[config.mk]
export PLATFORM = sky130hd
export DESIGN_NAME = mem_port_arbiter
export DESIGN_NICKNAME = d
export VERILOG_FILES = /design/src/rtl/arb_pkg.sv /design/src/rtl/arb_rr_pick2.sv /design/src/rtl/mem_port_arbiter.sv
export SDC_FILE = /design/constraint.sdc
export NUM_CORES = 1
export LEC_CHECK = 0
export CORE_AREA = 2 2 103 105
export CTS_CLUSTER_SIZE = 25
export DETAILED_ROUTE_END_ITERATION = 10
export DIE_AREA = 0 0 105 107
export PLACE_DENSITY_LB_ADDON = 0.1
export REMOVE_ABC_BUFFERS = 1
export SLEW_MARGIN = 15
export SYNTH_ARGS = -nofsm -noshare
export SYNTH_HDL_FRONTEND = slang
export SYNTH_SLANG_ARGS = --single-unit
[constraint.sdc]
create_clock -name clk -period 9 [get_ports clk]
set_input_delay 0.9 -clock clk [delete_from_list [all_inputs] [get_ports clk]]
set_output_delay 0.9 -clock clk [all_outputs]
set_load 0.1 [all_outputs]
[src/rtl/arb_pkg.sv]
// Shared types and constants for the IFU/LSU memory port arbiter.
package arb_pkg;

  typedef enum logic [1:0] {ARB_IDLE, ARB_ISSUE, ARB_WAIT} arb_state_t;

  typedef enum logic {OWNER_IFU, OWNER_LSU} arb_owner_t;

  localparam int unsigned ARB_CNT_W = 4;

endpackage

[src/rtl/arb_rr_pick2.sv]
// Two-way round-robin picker: on a tie, the requester that did not win last time is granted.
module arb_rr_pick2
  import arb_pkg::*;
(
  input  logic [1:0] req_i,        // [0] = IFU, [1] = LSU
  input  arb_owner_t last_grant_i,
  output logic [1:0] gnt_o         // one-hot
);

  always_comb begin
    gnt_o = req_i;
    if (req_i[0] && req_i[1]) begin
      gnt_o = (last_grant_i == OWNER_IFU) ? 2'b10 : 2'b01;
    end
  end

endmodule

[src/rtl/mem_port_arbiter.sv]
// Shares one single-port synchronous memory between IFU and LSU, one access in flight.
// Define ARB_LSU_PRIORITY_EN for fixed LSU priority instead of round-robin arbitration.
module mem_port_arbiter
  import arb_pkg::*;
#(
  parameter int unsigned ADDRWIDTH   = 30,
  parameter int unsigned BUSWIDTH    = 32,
  parameter int unsigned MEM_LATENCY = 1
) (
  input  logic                 clk,
  input  logic                 cpu_rst,

  input  logic                 ifu_req_valid,
  output logic                 ifu_req_ready,
  input  logic [ADDRWIDTH-1:0] ifu_req_addr,
  output logic                 ifu_rsp_valid,
  output logic [BUSWIDTH-1:0]  ifu_rsp_data,

  input  logic                 lsu_req_valid,
  output logic                 lsu_req_ready,
  input  logic [ADDRWIDTH-1:0] lsu_req_addr,
  input  logic [BUSWIDTH-1:0]  lsu_req_wdata,
  input  logic [3:0]           lsu_req_strobe,
  output logic                 lsu_rsp_valid,
  output logic [BUSWIDTH-1:0]  lsu_rsp_data,

  output logic                 mem_en,
  output logic [ADDRWIDTH-1:0] mem_addr,
  output logic [BUSWIDTH-1:0]  mem_wr_data,
  output logic [3:0]           mem_wr_strobe,
  input  logic [BUSWIDTH-1:0]  mem_rd_data
);

  arb_state_t             state_q, state_d;
  arb_owner_t             owner_q, owner_d;
  logic [ARB_CNT_W-1:0]   cnt_q, cnt_d;
  logic [ADDRWIDTH-1:0]   addr_q, addr_d;
  logic [BUSWIDTH-1:0]    wdata_q, wdata_d;
  logic [3:0]             strobe_q, strobe_d;
  logic [1:0]             grant;
  logic                   handshake;

`ifdef ARB_LSU_PRIORITY_EN
  assign grant = lsu_req_valid ? 2'b10 : {1'b0, ifu_req_valid};
`else
  arb_owner_t last_grant_q, last_grant_d;

  arb_rr_pick2 u_pick (
    .req_i        ({lsu_req_valid, ifu_req_valid}),
    .last_grant_i (last_grant_q),
    .gnt_o        (grant)
  );

  always_comb begin
    last_grant_d = last_grant_q;
    if (handshake) begin
      last_grant_d = owner_d;
    end
  end

  always_ff @(posedge clk or posedge cpu_rst) begin
    if (cpu_rst) begin
      last_grant_q <= OWNER_IFU;
    end else begin
      last_grant_q <= last_grant_d;
    end
  end
`endif

  assign handshake = ifu_req_ready | lsu_req_ready;

  always_comb begin
    state_d       = state_q;
    owner_d       = owner_q;
    cnt_d         = cnt_q;
    addr_d        = addr_q;
    wdata_d       = wdata_q;
    strobe_d      = strobe_q;
    ifu_req_ready = 1'b0;
    lsu_req_ready = 1'b0;
    ifu_rsp_valid = 1'b0;
    lsu_rsp_valid = 1'b0;
    mem_en        = 1'b0;
    unique case (state_q)
      ARB_IDLE: begin
        // Readies are masked while reset is held so every output reads 0 during reset.
        ifu_req_ready = grant[0] & ~cpu_rst;
        lsu_req_ready = grant[1] & ~cpu_rst;
        if (lsu_req_ready) begin
          owner_d  = OWNER_LSU;
          addr_d   = lsu_req_addr;
          wdata_d  = lsu_req_wdata;
          strobe_d = lsu_req_strobe;
          state_d  = ARB_ISSUE;
        end else if (ifu_req_ready) begin
          owner_d  = OWNER_IFU;
          addr_d   = ifu_req_addr;
          wdata_d  = '0;
          strobe_d = '0;
          state_d  = ARB_ISSUE;
        end
      end
      ARB_ISSUE: begin
        mem_en  = 1'b1;
        cnt_d   = ARB_CNT_W'(MEM_LATENCY);
        state_d = ARB_WAIT;
      end
      ARB_WAIT: begin
        cnt_d = cnt_q - 4'd1;
        if (cnt_q == 4'd1) begin
          ifu_rsp_valid = (owner_q == OWNER_IFU);
          lsu_rsp_valid = (owner_q == OWNER_LSU);
          state_d       = ARB_IDLE;
        end
      end
      default: state_d = ARB_IDLE;
    endcase
  end

  always_ff @(posedge clk or posedge cpu_rst) begin
    if (cpu_rst) begin
      state_q  <= ARB_IDLE;
      owner_q  <= OWNER_IFU;
      cnt_q    <= '0;
      addr_q   <= '0;
      wdata_q  <= '0;
      strobe_q <= '0;
    end else begin
      state_q  <= state_d;
      owner_q  <= owner_d;
      cnt_q    <= cnt_d;
      addr_q   <= addr_d;
      wdata_q  <= wdata_d;
      strobe_q <= strobe_d;
    end
  end

  assign mem_addr      = addr_q;
  assign mem_wr_data   = wdata_q;
  assign mem_wr_strobe = strobe_q;

  // Stores acknowledge with zero data; reads pass the memory output straight through.
  assign ifu_rsp_data = ifu_rsp_valid ? mem_rd_data : '0;
  assign lsu_rsp_data = (lsu_rsp_valid && (strobe_q == 4'b0000)) ? mem_rd_data : '0;

endmodule

### Yosys cells after proc, flatten, opt, wreduce, memory -nomap -nowiden

Index checks and enable logic that the tools add are counted.
W data, S select, Z words.

* register bits after elaboration: 74
* bits of input ports: 132
* output and inout port bits: 135

* add/sub/neg operators: 1
* eq/ne operators: 5
* multiplexer cells: 25
* bitwise logic cells: 5
* reductions and logical operators: 8

Operators by type and width (count)
* $mux W32: 4
* $mux W30: 2
* $mux W1: 10
* $mux W2: 5
* $mux W4: 2
* $pmux W4 S2: 1
* $pmux W2 S3: 1
* $eq A4 B1 Y1 const B: 1
* $logic_not A4 Y1: 1
* $reduce_and A2 Y1: 2
* $reduce_bool A2 Y1: 2
* $sub A4 B1 Y4 const B: 1
* $ne A3 B3 Y1 const B: 1
* $and A1 B1 Y1: 2
* $eq A2 B1 Y1 const B: 1
* $eq A2 B2 Y1 const B: 1
* $logic_and A1 B1 Y1: 2
* $logic_not A2 Y1: 1
* $ne A2 B2 Y1 const B: 1
* $not A1 Y1: 2
* $or A1 B1 Y1: 1

### Logic depth before layout (Yosys ltp)

* depth in word-level cells: 6
* gate-level depth with buffers: 8
* mapped depth without buffers: 5

### Cells and area by module

From an unflattened synthesis, not the netlist that was laid out.

* cell total of the unflattened synthesis: 336
* area total of the unflattened synthesis: 3662.3 um^2

Modules (own cells, without submodules)
* mem_port_arbiter: times used 1, cells an instance 333, area an instance 3643.5 um^2, seq. area each 1851.8 um^2
* arb_rr_pick2: times used 1, cells an instance 3, area an instance 18.8 um^2, seq. area each 0.0 um^2

### Worst setup path before layout

OpenSTA, ideal clock, no wires.

* kind: input port to flip-flop
* from: input port cpu_rst
* to: register addr_q[0], in the netlist mem_addr[0]
* setup time: 86 ps
* arrival: 3755 ps
* required time: 8914 ps
* setup slack: 5158 ps
* stages: 4
* cell sequence: inv_1 > clkbuf_1 > nand3_1 > a31oi_1

* longest elaborated chain between the ends: 4
* elaborated cells between the ends (all ways): 6

Ends and longest elaborated chain
* start, declared: RTL line mem_port_arbiter.sv:11 `input logic cpu_rst,`
* $not A1 Y1 (*): RTL line mem_port_arbiter.sv:87, mem_port_arbiter.sv:88
* $and A1 B1 Y1 (on tied branches): RTL line mem_port_arbiter.sv:87, mem_port_arbiter.sv:88
* $reduce_bool A2 Y1 (no source line)
* $reduce_and A2 Y1 (no source line)
* end signal, assigned: RTL line mem_port_arbiter.sv:132 `addr_q <= addr_d;`
* end, declared: RTL line mem_port_arbiter.sv:37 `logic [ADDRWIDTH-1:0] addr_q, addr_d;`

Mark *: on every way between the ends. The rest lies on a longest branch, timed or not.
A chain may end at the register's enable or synchronous reset.

### Worst setup path after layout

* from: input port lsu_req_valid
* to: output port lsu_req_ready

* longest elaborated chain between the ends: 4

Ends and longest elaborated chain
* start, declared: RTL line mem_port_arbiter.sv:19 `input logic lsu_req_valid,`
* $logic_and A1 B1 Y1: RTL line arb_rr_pick2.sv:12 `if (req_i[0] && req_i[1]) begin`
* $mux W2 (*): RTL line arb_rr_pick2.sv:12
* $and A1 B1 Y1 (*): RTL line mem_port_arbiter.sv:88 `lsu_req_ready = grant[1] & ~cpu_rst;`
* $mux W1 (*): RTL line mem_port_arbiter.sv:84 `unique case (state_q)`
* end, declared: RTL line mem_port_arbiter.sv:20 `output logic lsu_req_ready,`

Marked as above.

==> impl_metrics.ini <==
[sta]
slew_violations = 0
slew_headroom_pct = 28.57
fin_crit_sh_pct = 50.97
rsz0062_at_grt = false
worstMarginPinSlew_ns = 1.068
setup_tns_ns = 0
fin_worst_skew_ns = 0.009524
fmaxAchievable_mhz = 218.0
finalHoldViolations = 0
holdWs_ns = 0.5013
min_period_ns = 4.588
finalSetupViolCount = 0
setup_ws_ns = 4.412

[worst_setup_path]
crit_path_start_kind = input pin
path_max_fanout = 39
critPathArrivalTime_ns = 3.69
r2r_setup_slack_ns = 6.53
worst-setup-path-type = input pin to primary output
reg2reg_from = state_q[0]
worst-r2r-cell-count = 6
required_ns = 8.10
end_kind = primary output
reg2reg_to = mem_addr[4]

[grt]
grt_pass1_wl_um = 20260
antenna_found_initial = 0
grt_max_degree = 59
track_usage_pct = 23.12
grt_pass1_vias = 3787
overflow = 0

[clocking]
clockBufferDepth = 2
cts_buffers = 9
htreeDepth = 3
cts_num_sinks = 74
cts_tree = done
cts_setup_buffers = 0
cts.repair.resized = 0
root_buffer = clkbuf_8
ctsHoldBuffers = 0
cts.reportedPaths.clkPinSlew_ns = 0.08
worst_skew_pair.late_latency_ns = 0.35

[placement]
gp_congestion = 0.8823
place_inst = 747
place_ws_ns = 4.420
place.detailed.hpwl_um = 10080
port_buffers = 266

[finish]
fin_cells = 762
regArea_um2 = 1852
nFillCells = 895
multi_input_area_um2 = 1667
drive_gt1_share_pct = 4.313
nets = 759
diodes = 0
synthToLayoutAreaGrowth_pct = 77.71

[synthesis]
yosysUniqueCellTypes = 38
syn_area_um2 = 3727
ys_seq_area_share_pct = 49.68
synth_edf_count = 0
avgSynthCellArea_um2 = 9.913
synthFlopType = dfrtp_1
ys_ff_latch = 74
synth_warnings = 0
async_reset_ff_share_pct = 100.0
syn_inst = 376

[die]
dieWidth_um = 105
io_pins = 267
rows = 37
coreArea_um2 = 10090
initial_core_util_pct = 36.93
dieArea_um2 = 11240
dieHeight_um = 107

[run_status]
status = complete, no violations

[route]
first_iter_violations = 206
post-route-drc-count = 0
ant_nets = 0
wire_per_inst_um = 17.58
first_pass_iters = 4
vias = 3933
wirelength_um = 13400
viasPerCell = 5.161

[min_path]
hold_depth = 1
holdCritPathClass = register to register
min_from = mem_wr_data[5]
hold_end = mem_wr_data[5]

[job]
maxCapViolCount = 0
==> synth_stat cells, types with 2 or more instances <==
cell type	n	area share, %
clkbuf_1	19	1.9
buf_1	2	0.20
a22o_1	36	8.5
a21oi_1	32	4.3
a31oi_1	30	5.0
nand3_1	32	4.3
inv_1	7	0.71
buf_2	10	1.3
o21ai_1	14	1.9
a21o_1	3	0.60
and2_1	65	11
nand2b_1	2	0.34
o21ai_0	18	2.4
ha_1	5	1.7
dfrtp_1	74	50
buf_6	5	1.5
==> final cells by class <==
| cell class | count | area share [%] |
|---|---|---|
| tap | 136 | 2.569 |
| clock inverter | 5 | 1.209 |
| clock buffer | 10 | 1.927 |
| multi-input combinational | 259 | 25.16 |
| timing repair buffer | 271 | 40.76 |
| sequential | 74 | 27.96 |
| inverter | 7 | 0.4156 |
==> worst max-delay path by stage <==
stage	startpoint	to	slack [ns]	cells past startpoint
after global routing	lsu_req_valid	lsu_req_ready	4.31	5
after global placement	lsu_req_valid	lsu_req_ready	4.45	5
after detailed placement	lsu_req_valid	lsu_req_ready	4.42	5
final	lsu_req_valid	lsu_req_ready	4.41	5
after CTS	lsu_req_valid	lsu_req_ready	4.41	5
after floorplan	cpu_rst	ifu_req_ready	5.14	3
==> stage by stage <==
step | instance area (um^2) | utilization, %
4_1_cts | 6624 | 65.63
6_report | 6624 | 65.63
3_5_place_dp | 6416 | 63.58
3_3_place_gp | 6416 | 63.58
5_1_grt | 6624 | 65.63
2_1_floorplan | 3542 | -
==> worst max-delay path: stages <==
cell,delay (ns)
clkdlybuf4s50_1,0.54
a21boi_2,0.19
buf_4,0.33
and2_4,0.48
clkdlybuf4s50_1,1.21
==> kinds of logic after synthesis <==
| logic type | share of synthesized area, % |
|---|---|
| AO/OA/AOI/OAI | 24.54 |
| adder cells (fa/ha/maj) | 1.678 |
| buffers and inverters | 5.673 |
| flip-flops | 49.68 |
| multiplexers | 0.3021 |
| AND/OR/NAND/NOR | 18.13 |
==> sequential cells by signal (all words and copies together), names as in the netlist <==
name,count
cnt_q,4
last_grant_q,1
mem_addr,30
mem_wr_data,32
mem_wr_strobe,4
owner_q,1
state_q,2
==> placed cells by master, fill, tap and decap left out, types with 3 or more instances in the layout <==
master / count
a21o_1: 3
a21oi_1: 32
a22o_1: 36
a31oi_1: 30
and2_1: 65
buf_4: 5
clkbuf_8: 9
clkdlybuf4s50_1: 266
dfrtp_1: 74
ha_1: 5
inv_1: 6
nand3_1: 32
o21ai_0: 18
o21ai_1: 14
==> per-layer routing <==
layer | vias up | GRT usage, % | part of all wire (%)
met5 | - | 0 | 0
met4 | 0 | 7.143 | 1.6
met3 | 12 | 7.295 | 8.8
met2 | 182 | 42.25 | 53
met1 | 1889 | 25.61 | 37
li1 | 1850 | - | -
Power is not shown: default switching activity piles up to over one toggle a cycle in this logic, so the estimate is an artifact.
